**src/rtl/sync_fifo_buf.sv**
```systemverilog
// sync_fifo_buf: single-clock FIFO with occupancy count, threshold flags,
// sticky overflow/underflow errors and selectable registered/FWFT read mode.
module sync_fifo_buf #(
    parameter int WIDTH    = 8,
    parameter int DEPTH    = 16,
    parameter int AF_LEVEL = 12,
    parameter int AE_LEVEL = 4,
    parameter int FWFT     = 0
) (
    input  logic                     CLK,
    input  logic                     RST,
    input  logic [WIDTH-1:0]         wdata,
    input  logic                     wr_en,
    input  logic                     rd_en,
    input  logic                     err_clr,
    output logic [WIDTH-1:0]         rdata,
    output logic                     rvalid,
    output logic                     full,
    output logic                     empty,
    output logic                     almost_full,
    output logic                     almost_empty,
    output logic [$clog2(DEPTH):0]   count,
    output logic                     overflow,
    output logic                     underflow
);
    localparam int AW = $clog2(DEPTH);
    localparam int CW = AW + 1;
    localparam logic [CW-1:0] AF = CW'(AF_LEVEL);
    localparam logic [CW-1:0] AE = CW'(AE_LEVEL);
    localparam logic [CW-1:0] DP = CW'(DEPTH);

    logic [WIDTH-1:0] mem [DEPTH];
    logic [CW-1:0]    wptr, rptr;
    logic [WIDTH-1:0] rdata_q;
    logic             rvalid_q;
    logic             wr_ok, rd_ok;

    // Accept decisions depend only on registered flags, so a collision at
    // full or empty never passes data straight through.
    assign wr_ok        = wr_en && !full;
    assign rd_ok        = rd_en && !empty;
    assign full         = count == DP;
    assign empty        = count == '0;
    assign almost_full  = count >= AF;
    assign almost_empty = count <= AE;
    assign rdata        = (FWFT != 0) ? mem[rptr[AW-1:0]] : rdata_q;
    assign rvalid       = (FWFT != 0) ? !empty : rvalid_q;

    always_ff @(posedge CLK or posedge RST) begin
        if (RST) begin
            wptr      <= '0;
            rptr      <= '0;
            count     <= '0;
            overflow  <= 1'b0;
            underflow <= 1'b0;
            rdata_q   <= '0;
            rvalid_q  <= 1'b0;
            for (int i = 0; i < DEPTH; i++) mem[i] <= '0;
        end else begin
            if (wr_ok) mem[wptr[AW-1:0]] <= wdata;
            wptr      <= wptr + CW'(wr_ok);
            rptr      <= rptr + CW'(rd_ok);
            count     <= count + CW'(wr_ok) - CW'(rd_ok);
            overflow  <= (wr_en && full) || (overflow && !err_clr);
            underflow <= (rd_en && empty) || (underflow && !err_clr);
            rvalid_q  <= rd_ok;
            if (rd_ok) rdata_q <= mem[rptr[AW-1:0]];
        end
    end
endmodule

```
**config.mk**
```make
export PLATFORM = sky130hd
export DESIGN_NAME = sync_fifo_buf
export DESIGN_NICKNAME = d
export VERILOG_FILES = /design/src/rtl/sync_fifo_buf.sv
export SDC_FILE = /design/constraint.sdc
export NUM_CORES = 1
export LEC_CHECK = 0
export ABC_AREA = 1
export CAP_MARGIN = 5
export CORE_ASPECT_RATIO = 2
export CORE_UTILIZATION = 45
export CTS_CLUSTER_DIAMETER = 60
export DETAILED_ROUTE_END_ITERATION = 12
export HOLD_SLACK_MARGIN = 0.12
export PLACE_DENSITY = 0.72
export SYNTH_ARGS = -nofsm -noshare
export SYNTH_HDL_FRONTEND = slang
export SYNTH_SLANG_ARGS = --single-unit
```
**constraint.sdc**
```tcl
create_clock -name CLK -period 8.1 [get_ports CLK]
set_clock_uncertainty 0.15 [all_clocks]
set_input_delay 2.43 -clock CLK [delete_from_list [all_inputs] [get_ports CLK]]
set_output_delay 2.43 -clock CLK [all_outputs]
set_load 0.05 [all_outputs]
```
== After elaboration in Yosys (flattened, before gate mapping) ==
Cells that the tools add are included.

* Order comparisons: 5
* $add $sub $neg: 4
* Reduce and logical (&&, ||, !) cells: 13
* Equal/unequal tests: 1
* Bitwise logic cells: 2
* Muxes and demuxes: 6

{| class="wikitable"
|+ Operator list
! cell !! count
|-
| 128-bit bitwise mux || 1
|-
| 8-bit binary-select mux with 4-bit select || 1
|-
| 8-bit demux with 4-bit select || 1
|-
| 8-bit 2-to-1 mux || 3
|-
| 5-bit by 1-bit adder with 5-bit output || 3
|-
| 5-bit >= comparator, second input constant || 2
|-
| 4-bit inverter with 5-bit output || 2
|-
| 1-bit logical AND || 7
|-
| 5-bit == test, second input constant || 1
|-
| 5-bit by 4-bit >= comparator with 1-bit output, second input constant || 1
|-
| 5-bit by 3-bit <= comparator with 1-bit output, second input constant || 1
|-
| 5-bit logical NOT || 1
|-
| 5-bit by 1-bit < comparator with 1-bit output, second input constant || 1
|-
| 5-bit by 1-bit subtractor with 5-bit output || 1
|-
| 1-bit logical NOT || 3
|-
| 1-bit logical OR || 2
|}

* Bits of input ports: 13
* Flip-flop bits (word level): 154
* Logic and storage cells: 54
* Output and inout bits: 20

== Longest topological paths before layout ==
Gate-level depths: netlist (run 1).

* Word-level depth: 6
* Mapped depth: 13
* Mapped depth without buffers: 13

== Worst setup path before layout (run 1) ==
OpenSTA, ideal clock, no wires.

* Path kind: input to register
* Start: in rd_en
* End: reg count[4]
* Data arrival time: 4.095 ns
* Buffers on the path: 0
* Stages on the path: 10
* Required time: 7.822 ns
* Path slack: 3.727 ns
* Library setup time: 0.128 ns
* Cell sequence: nand2_2 > clkinv_1 > ha_1 > inv_1 > ha_1 > inv_1 > fa_1 > o21ai_0 > a21oi_1 > xor2_1

* Word-level cells in the longest chain between the ends: 2

{| class="wikitable"
|+ RTL lines
! item !! line !! RTL
|-
| start: declaration || 14 || <nowiki>input logic rd_en,</nowiki>
|-
| 1-bit logical AND || 41 || <nowiki>assign rd_ok = rd_en && !empty;</nowiki>
|-
| named net rd_ok || 36 || <nowiki>logic wr_ok, rd_ok;</nowiki>
|-
| 5-bit by 1-bit subtractor with 5-bit output || 63 || <nowiki>count <= count + CW'(wr_ok) - CW'(rd_ok);</nowiki>
|-
| end signal: assignment || 63 ||
|-
| end: declaration || 22 || <nowiki>output logic [$clog2(DEPTH):0] count,</nowiki>
|}

The timed path passes the listed nets, and every way through them passes these cells.
A chain may end at the register's enable or synchronous reset.

== Worst setup path after layout (run 1) ==
* Start: reg count[3]
* End: out empty

* Word-level cells in the longest chain between the ends: 1

{| class="wikitable"
|+ RTL lines
! item !! line !! RTL
|-
| 5-bit logical NOT || 43 || <nowiki>assign empty = count == '0;</nowiki>
|-
| end: declaration || 19 || <nowiki>output logic empty,</nowiki>
|}

No other way between the ends.

==> results.cfg, run 1 <==
[floorplanning]
top_level_ports = 33
die_width_um = 94.0
num_rows = 66
die_y_um = 186
initial_core_util_pct = 46.3
fp.coreArea_um2 = 16400
die_area_um2 = 17500

[pwr]
power.switching_fraction_pct = 43.3
seq_power_share_pct = 35.4
power_frac_comb_pct = 43.3
total_switching_power_mw = 1.60
power_report.internal_total_mw = 2.09
share_clk_of_total_power_pct = 21.3
power_mw = 3.69
leakagePower_nw = 4.26
power.density_nw_per_um2 = 434
largest_voltage_drop_on_the_vdd_net_mv = 0.204

[timing]
timing.max_slew.rel_slack_pct = 45.7
worst_slack_ns = 3.30
timing_max_transition_violations_final = 0
grt_setup_unrepaired = false
setup-tns-final_ns = 0
period_needed_ns = 4.80
max_freq_ghz = 0.208
timing_worst_slew_pin_value_ns = 0.815
min_period_over_period_pct = 59.3
final_hold_viols = 0
setup_viol = 0

[critical_path]
crit_path_start_kind = flop
cpMaxStageDelayCell = sky130_fd_sc_hd__clkdlybuf4s50_1
cp-end-kind = output port
crit_top_cell = sky130_fd_sc_hd__inv_1
critPathArrivalTime_ns = 2.22
worst-path-max-fanout = 4
crit_path_cell_trace = inv_1, ha_1, nand3_1, inv_1, clkdlybuf4s50_1
critPathKind = reg2out
crit_path_max_incr_delay_ns = 0.80
critical_path_buf_inv_count = 3
cp_data_required_time_ns = 5.52
delay_heaviest_family_cp = buffers and inverters

[route]
detail_route.first_pass.iterations = 5
finalWirelength_um = 18500
route.vias.total = 6039
detail_route.wl_per_cell_um = 15.7
route.detailed.vias_per_inst = 5.12
route.antenna.remaining_nets = 0
post-route-drc-count = 0
number_of_drc_markers_after_the_initial_detailed_route_iteration = 470

[synthesis]
synthesis.area_um2 = 7610
postSynthAreaPerCell_um2 = 7.97
sequential_share_of_the_synthesized_area_pct = 50.0
synth_seq_cells = 152
post_synth_inst_count = 955
synth.net_count = 983
ys_async_sr_fraction_pct = 100
number_of_enable_type_register_cells_in_the_synthesized_netlist = 0
ys_dominant_reg_cell = sky130_fd_sc_hd__dfrtp_1
synthDistinctLibCells = 28
synth.yosys.warnings = 0

[clock_network]
numClockSinks = 152
worst_setup_hold_path_clk_slew_ns = 0.07
post_cts_hold_buffer_count = 0
clk_latency_worst_skew_pair_ns = 0.43
cts_tree = yes
cts-htree-levels = 4
cts_setup_buffers = 0
cts-buffers-inserted = 17
clock_root_buffer = sky130_fd_sc_hd__clkbuf_16
post_cts_resized = 0
clock_path_buffers = 2

[placement]
dpl.hpwl_um = 11900
io_buffers = 32
final_estimated_routing_congestion_in_global_placement = 0.862
placed_cells_incl_taps = 1147
detailedPlace.worstSlack_ns = 3.05

[grt]
grt_start_max_net_pins = 89
grt.overflow.total = 0
grt_antenna_before_repair = 0
grt_pass1_vias = 5992
grt_first_pass_wirelength_um = 30600
groute.usage.overall_pct = 23.4

[worst_hold_path]
hp-class = reg2reg

[layout]
finalNonFillerCells = 1179
antenna_cells_inserted = 0
final_nets = 990
num-fill-cells = 1556
layout-area-overhead-vs-synth_pct = 11.5
regArea_um2 = 3800
layout-drive-gt1-share_pct = 5.74
post_route_utilization_pct = 51.7
multi_input_comb_area_um2 = 3000

[run]
cap_viol_max_count = 0

[status]
status = complete, no violations
-- registers in the layout, summed over array words and instances (netlist names) --
register / flops
wptr: 4
count: 5
rdata: 8
rptr: 4
underflow: 1
mem: 128
overflow: 1
rvalid: 1
-- logic make-up (layout without fill, tap and decap cells) --
family | after synthesis | count (layout) | share of synthesized area, %
AO/OA/AOI/OAI | 136 | 136 | 9.27
XOR/XNOR | 7 | 7 | 0.806
adder cells (fa/ha/maj) | 15 | 15 | 2.56
buffers and inverters | 179 | 199 | 10.7
flip-flops | 152 | 152 | 50.0
AND/OR/NAND/NOR | 466 | 466 | 26.7
-- layout by cell type, fill, tap and decap left out, types with 4 or more instances in the layout --
cell                              count
sky130_fd_sc_hd__xor2_1               6
sky130_fd_sc_hd__nor2_1              16
sky130_fd_sc_hd__o21ai_2              4
sky130_fd_sc_hd__clkdlybuf4s50_1     32
sky130_fd_sc_hd__o21ai_0             60
sky130_fd_sc_hd__nand2_1            338
sky130_fd_sc_hd__buf_4                5
sky130_fd_sc_hd__nand2_8              9
sky130_fd_sc_hd__clkinvlp_4           5
sky130_fd_sc_hd__ha_1                14
sky130_fd_sc_hd__inv_6                4
sky130_fd_sc_hd__clkbuf_16           17
sky130_fd_sc_hd__dfrtp_1            151
sky130_fd_sc_hd__inv_1              125
sky130_fd_sc_hd__o21ai_1             68
sky130_fd_sc_hd__nand3_1             99
-- stage by stage --
step / instance area [µm²] / hold WS [ns]
floorplan: 7610 / 0.303
global placement: 7910 / 0.314
finish: 8490 / 0.329
detailed placement: 7910 / 0.315
global route: 8490 / 0.348
CTS: 8490 / 0.332
-- cell usage after synthesis, types with 4 or more instances --
master                     number  share of area [%]
sky130_fd_sc_hd__nand2_1      338                 17
sky130_fd_sc_hd__dfrtp_1      152                 50
sky130_fd_sc_hd__inv_1        126                6.2
sky130_fd_sc_hd__nand3_1       99                6.5
sky130_fd_sc_hd__o21ai_1       68                4.5
sky130_fd_sc_hd__o21ai_0       60                3.9
sky130_fd_sc_hd__buf_2         19                1.2
sky130_fd_sc_hd__clkbuf_1      18               0.89
sky130_fd_sc_hd__nor2_1        16               0.79
sky130_fd_sc_hd__ha_1          14                2.3
sky130_fd_sc_hd__nand2_8        9                2.4
sky130_fd_sc_hd__buf_8          8                1.6
sky130_fd_sc_hd__xor2_1         6               0.69
sky130_fd_sc_hd__o21ai_2        4               0.46
-- final timing paths --
| kind | startpoint | to | slack [ns] | depth (start not counted) |
|---|---|---|---|---|
| worst max register to register | count[3] | count[4] | 5.06 | 13 |
| min in group asynchronous | RST | mem[40] | 2.38 | 2 |
| worst min-delay path | rdata[6] | rdata[6] | 0.33 | 2 |
| worst max-delay path | count[3] | empty | 3.30 | 5 |
| worst min register to register | rdata[6] | rdata[6] | 0.33 | 2 |
| max in group asynchronous | RST | rptr[0] | 4.01 | 3 |
-- worst min-delay path: cells and delay by family, from the launching register on --
| kind | cells | cell delay (ns) |
|---|---|---|
| flip-flops | 1 | 0.34 |
| AND/OR/NAND/NOR | 2 | 0.10 |
-- power groups by stage --
stage / combinational (mW) / clock, mW / sequential, mW
final: 1.60 / 0.784 / 1.31
after global routing: 1.80 / 0.821 / 1.35
after floorplan: 1.11 / 0 / 1.37
after detailed placement: 1.59 / 0 / 1.32
after global placement: 1.55 / 0 / 1.30
after CTS: 1.60 / 0.793 / 1.31
-- cell type report --
cell class	count	area share, %
sequential	152	44.8
tap	204	3.01
clock inverter	13	1.72
inverter	130	5.84
clock buffer	19	5.10
timing repair buffer	37	4.22
multi-input combinational	624	35.3
-- layer usage --
layer / GRT usage, % / up-vias / wire length [µm]
met1: 25.3 / 2871 / 7020
met4: 12.0 / 0 / 710
li1: - / 2991 / -
met5: 0 / - / 0
met2: 42.6 / 148 / 10100
met3: 4.53 / 29 / 666
(Power assumes the default switching activity.)
==> inputs of run 2 (changes only) <==
clock period = 4.8 ns   (was 8.1 ns; I/O delays follow)
==> results.cfg, run 2 (synthesized netlist as in run 1, its figures left out) <==
[critical_path]
critPathKind = reg2out
startpoint = count[3]
cp_data_required_time_ns = 3.21
cp-end-kind = output port
crit_path_cell_trace = inv_1, ha_1, nand3_1, inv_1, clkdlybuf4s50_1
crit_path_max_incr_delay_ns = 0.80
critical_path_buf_inv_count = 3
worst-path-max-fanout = 4
cpMaxStageDelayCell = sky130_fd_sc_hd__clkdlybuf4s50_1
r2r_start = count[3]
delay_heaviest_family_cp = buffers and inverters
crit_top_cell = sky130_fd_sc_hd__inv_1
crit_path_start_kind = flop
critPathArrivalTime_ns = 2.23

[pwr]
leakagePower_nw = 4.27
power.switching_fraction_pct = 43.1
power_report.internal_total_mw = 3.54
total_switching_power_mw = 2.67
largest_voltage_drop_on_the_vdd_net_mv = 0.253
share_clk_of_total_power_pct = 20.8
seq_power_share_pct = 36.3
power_frac_comb_pct = 42.9
power.density_nw_per_um2 = 729

[layout]
final_nets = 993
mostFrequentLayoutCells = sky130_fd_sc_hd__nand2_1, sky130_fd_sc_hd__dfrtp_1, sky130_fd_sc_hd__inv_1, sky130_fd_sc_hd__nand3_1, sky130_fd_sc_hd__o21ai_1
antenna_cells_inserted = 0
layout-area-overhead-vs-synth_pct = 11.9
final_design_area_no_fill_um2 = 8510
largest_register = mem
mostFrequentLayoutCell = sky130_fd_sc_hd__nand2_1
largest_register_ffs = 128
post_route_utilization_pct = 51.8
layout-drive-gt1-share_pct = 6.04

[floorplanning]
die_y_um = 186
top_level_ports = 33
initial_core_util_pct = 46.3
num_rows = 66
fp.coreArea_um2 = 16400
die_area_um2 = 17500
die_width_um = 94.0

[route]
route.detailed.vias_per_inst = 5.09
post-route-drc-count = 0
route.vias.total = 6013
detail_route.wl_per_cell_um = 15.5
number_of_drc_markers_after_the_initial_detailed_route_iteration = 410
finalWirelength_um = 18300
route.antenna.remaining_nets = 0
detail_route.first_pass.iterations = 5

[clock_network]
clock_path_buffers = 2
cts-htree-levels = 4
cts_tree = yes
post_cts_hold_buffer_count = 0
cts_setup_buffers = 0
post_cts_resized = 0
clk_latency_worst_skew_pair_ns = 0.42
numClockSinks = 152
clock_root_buffer = sky130_fd_sc_hd__clkbuf_16
worst_setup_hold_path_clk_slew_ns = 0.06
cts-buffers-inserted = 17

[timing]
period_needed_ns = 3.82
fin_worst_hold_slack_ns = 0.328
max_freq_ghz = 0.262
timing.max_slew.rel_slack_pct = 50.4
setup_viol = 0
setup-tns-final_ns = 0
timing_max_transition_violations_final = 0
grt_setup_unrepaired = false
timing_worst_slew_pin_value_ns = 0.743
worst_slack_ns = 0.978
min_period_over_period_pct = 79.6
final_hold_viols = 0

[status]
status = complete, no violations

[grt]
grt_first_pass_wirelength_um = 30000
grt_start_max_net_pins = 70
groute.usage.overall_pct = 23.2
grt_antenna_before_repair = 0
grt_pass1_vias = 5811
grt.overflow.total = 0

[placement]
dpl.hpwl_um = 12400
final_estimated_routing_congestion_in_global_placement = 0.865
io_buffers = 32
place_area_um2 = 7940
detailedPlace.worstSlack_ns = 0.704

[worst_hold_path]
hold_path.startpoint = rdata[7]
hp-class = reg2reg

[run]
cap_viol_max_count = 0
[run 2: cell types whose count changed in the layout (fill, tap and decap cells not counted), sizes merged]
cell	change
clkinvlp	+2
clkinv	+1
inv	-4
buf	+3
[run 2: layout make-up]
class                      instances  area, µm²
inverter                         130        494
multi-input combinational        624       3000
fill                            1532       7920
clock inverter                    12        129
sequential                       152       3800
timing repair buffer              40        393
tap                              204        255
clock buffer                      19        443
[run 2: stage by stage]
step / cells / power [mW]
finish: 1181 / 6.21
detailed placement: 1150 / 4.92
global placement: 1150 / 4.84
global route: 1181 / 6.70
floorplan: 955 / 4.19
CTS: 1181 / 6.24
[run 2: worst paths after layout]
path                            cells after the start  slack (ns)  endpoint
max in group asynchronous                           3        2.35   mem[38]
min in group asynchronous                           2        1.32   mem[96]
worst min-delay path                                2        0.33  rdata[7]
worst max-delay path                                5        0.98     empty
worst max register to register                     13        1.68  count[4]
worst min register to register                      2        0.33  rdata[7]
[run 2: power groups by stage]
stage          clock [mW]  sequential (mW)  combinational [mW]
4_1_cts              1.31             2.25                2.67
3_5_place_dp            0             2.27                2.66
5_1_grt              1.37             2.33                3.01
6_report             1.29             2.25                2.66
2_1_floorplan           0             2.31                1.88
3_3_place_gp            0             2.25                2.59
[run 2: worst min-delay path, delay by kind of cell (launching register included)]
kind | cells | cell delay (ns)
DFF | 1 | 0.34
and+or+nand+nor | 2 | 0.10
[run 2: layer usage]
layer,vias up,GRT usage (%),wire length (µm)
li1,2996,-,-
met1,2842,24.8,7000
met2,135,41.8,9920
met3,40,3.15,414
met4,0,15.1,993
met5,-,0,0
==> inputs of run 3 (changes only) <==
PLACE_DENSITY = 0.75   (was 0.72)
clock period = 3.2 ns   (was 4.8 ns; I/O delays follow)
==> results.cfg, run 3 (synthesized netlist as in run 1, its figures left out) <==
[layout]
final_nets = 1006
largest_register = mem
mostFrequentLayoutCell = sky130_fd_sc_hd__nand2_1
layout-drive-gt1-share_pct = 7.57
layout-area-overhead-vs-synth_pct = 13.5
mostFrequentLayoutCells = sky130_fd_sc_hd__nand2_1, sky130_fd_sc_hd__dfrtp_1, sky130_fd_sc_hd__inv_1, sky130_fd_sc_hd__nand3_1, sky130_fd_sc_hd__o21ai_1
largest_register_ffs = 128
antenna_cells_inserted = 0

[grt]
grt.overflow.total = 0
grt_antenna_before_repair = 0
grt_first_pass_wirelength_um = 30300
grt_pass1_vias = 6122
grt_start_max_net_pins = 66
groute.usage.overall_pct = 23.0

[floorplanning]
die_y_um = 186
num_rows = 66
initial_core_util_pct = 46.3
die_area_um2 = 17500
top_level_ports = 33
die_width_um = 94.0
fp.coreArea_um2 = 16400

[clock_network]
numClockSinks = 152
clock_path_buffers = 2
worst_setup_hold_path_clk_slew_ns = 0.07
cts-htree-levels = 4
cts_setup_buffers = 0
clk_latency_worst_skew_pair_ns = 0.43
cts-buffers-inserted = 17
clock_root_buffer = sky130_fd_sc_hd__clkbuf_16
cts_tree = yes

[timing]
setup_viol = 0
period_needed_ns = 3.01
timing_worst_slew_pin_value_ns = 0.882
final_hold_viols = 0
min_period_over_period_pct = 94.1
grt_setup_unrepaired = false
timing_max_transition_violations_final = 0
setup-tns-final_ns = 0
max_freq_ghz = 0.332
fin_worst_hold_slack_ns = 0.334
timing.max_slew.rel_slack_pct = 41.2

[placement]
final_estimated_routing_congestion_in_global_placement = 0.862
dpl.hpwl_um = 12200
io_buffers = 32

[critical_path]
critPathArrivalTime_ns = 1.90
critical_path_buf_inv_count = 3
critPathKind = reg2out
crit_top_cell = sky130_fd_sc_hd__inv_1
cp-end-kind = output port
crit_path_start_kind = flop
cp_data_required_time_ns = 2.09
crit_path_max_incr_delay_ns = 0.53
delay_heaviest_family_cp = buffers and inverters
cpMaxStageDelayCell = sky130_fd_sc_hd__dlygate4sd2_1
worst-path-max-fanout = 6
crit_path_cell_trace = inv_1, ha_1, nand3_2, inv_1, dlygate4sd2_1

[route]
route.vias.total = 6220
detail_route.wl_per_cell_um = 15.3
finalWirelength_um = 18300
route.antenna.remaining_nets = 0
number_of_drc_markers_after_the_initial_detailed_route_iteration = 530
detail_route.first_pass.iterations = 6
route.detailed.vias_per_inst = 5.21
post-route-drc-count = 0

[run]
cap_viol_max_count = 0

[pwr]
power.density_nw_per_um2 = 1080
largest_voltage_drop_on_the_vdd_net_mv = 0.464
leakagePower_nw = 4.37

[worst_hold_path]
hp-class = reg2reg

[status]
status = complete, no violations
run 3: cell types whose count changed in the layout (fill, tap and decap cells not counted), moves of 2 or more:
cell and change:
sky130_fd_sc_hd__clkdlybuf4s50_1 -4, sky130_fd_sc_hd__dlygate4sd2_1 +3, sky130_fd_sc_hd__buf_4 +11, sky130_fd_sc_hd__clkinvlp_4 -3, sky130_fd_sc_hd__inv_6 +4, sky130_fd_sc_hd__inv_8 +2, sky130_fd_sc_hd__buf_12 +3
run 3: power by group:
group          switching, mW  internal, mW
Clock                  0.851          1.09
Combinational           2.73          1.41
Sequential             0.507          2.78
Total                   4.08          5.28
run 3: final timing paths:
path                          start  endpoint  slack, ns  depth (start not counted)
min                        mem[111]  mem[111]       0.33                          2
max in group asynchronous       RST   mem[13]       1.42                          4
min in group asynchronous       RST   mem[66]       0.73                          2
max                        count[2]      full       0.19                          5
max reg2reg                count[2]  count[4]       0.50                         13
min reg2reg                mem[111]  mem[111]       0.33                          2
run 3: worst register-to-register path: stages (launching register included):
cell and delay [ns]:
sky130_fd_sc_hd__dfrtp_1 0.45, sky130_fd_sc_hd__inv_1 0.13, sky130_fd_sc_hd__ha_1 0.19, sky130_fd_sc_hd__nand3_1 0.13, sky130_fd_sc_hd__nand2_2 0.10, sky130_fd_sc_hd__clkinv_1 0.08, sky130_fd_sc_hd__ha_1 0.29, sky130_fd_sc_hd__inv_1 0.06
sky130_fd_sc_hd__ha_1 0.15, sky130_fd_sc_hd__inv_1 0.05, sky130_fd_sc_hd__fa_1 0.38, sky130_fd_sc_hd__o21ai_0 0.17, sky130_fd_sc_hd__a21oi_1 0.10, sky130_fd_sc_hd__xor2_1 0.15
run 3: repair_timing:
action,in CTS,in global routing
resized for setup,3,0
hold buffers,0,0
setup endpoints to repair,3,0
run 3: cell type report:
class                   instances  area [µm²]
fillers                      1477        7790
flip-flops and latches        152        3800
multi-input cells             624        3000
repair buffers                 53         522
inverters                     130         494
clock buffers                  17         425
well taps                     204         255
clock inverters                15         143
run 3: per-layer routing:
| layer | track usage [%] | vias to the layer above | wire [µm] |
|---|---|---|---|
| li1 | - | 3024 | - |
| met1 | 24.2 | 2986 | 7000 |
| met2 | 42.4 | 161 | 9830 |
| met3 | 3.96 | 49 | 669 |
| met4 | 12.5 | 0 | 826 |
| met5 | 0 | - | 0 |
run 3: stage by stage:
stage | setup slack [ns] | instances | cell area [µm²] | util (%) | power (mW)
finish | 0.187 | 1195 | 8640 | 52.6 | 9.36
CTS | 0.166 | 1195 | 8640 | 52.6 | 9.37
detailed placement | 0.0211 | 1163 | 8080 | 49.1 | 7.42
floorplan | 0.168 | 955 | 7610 | - | 6.28
global placement | 0.0326 | 1163 | 8080 | 49.1 | 7.28
global route | 0.0944 | 1195 | 8640 | 52.6 | 10.1
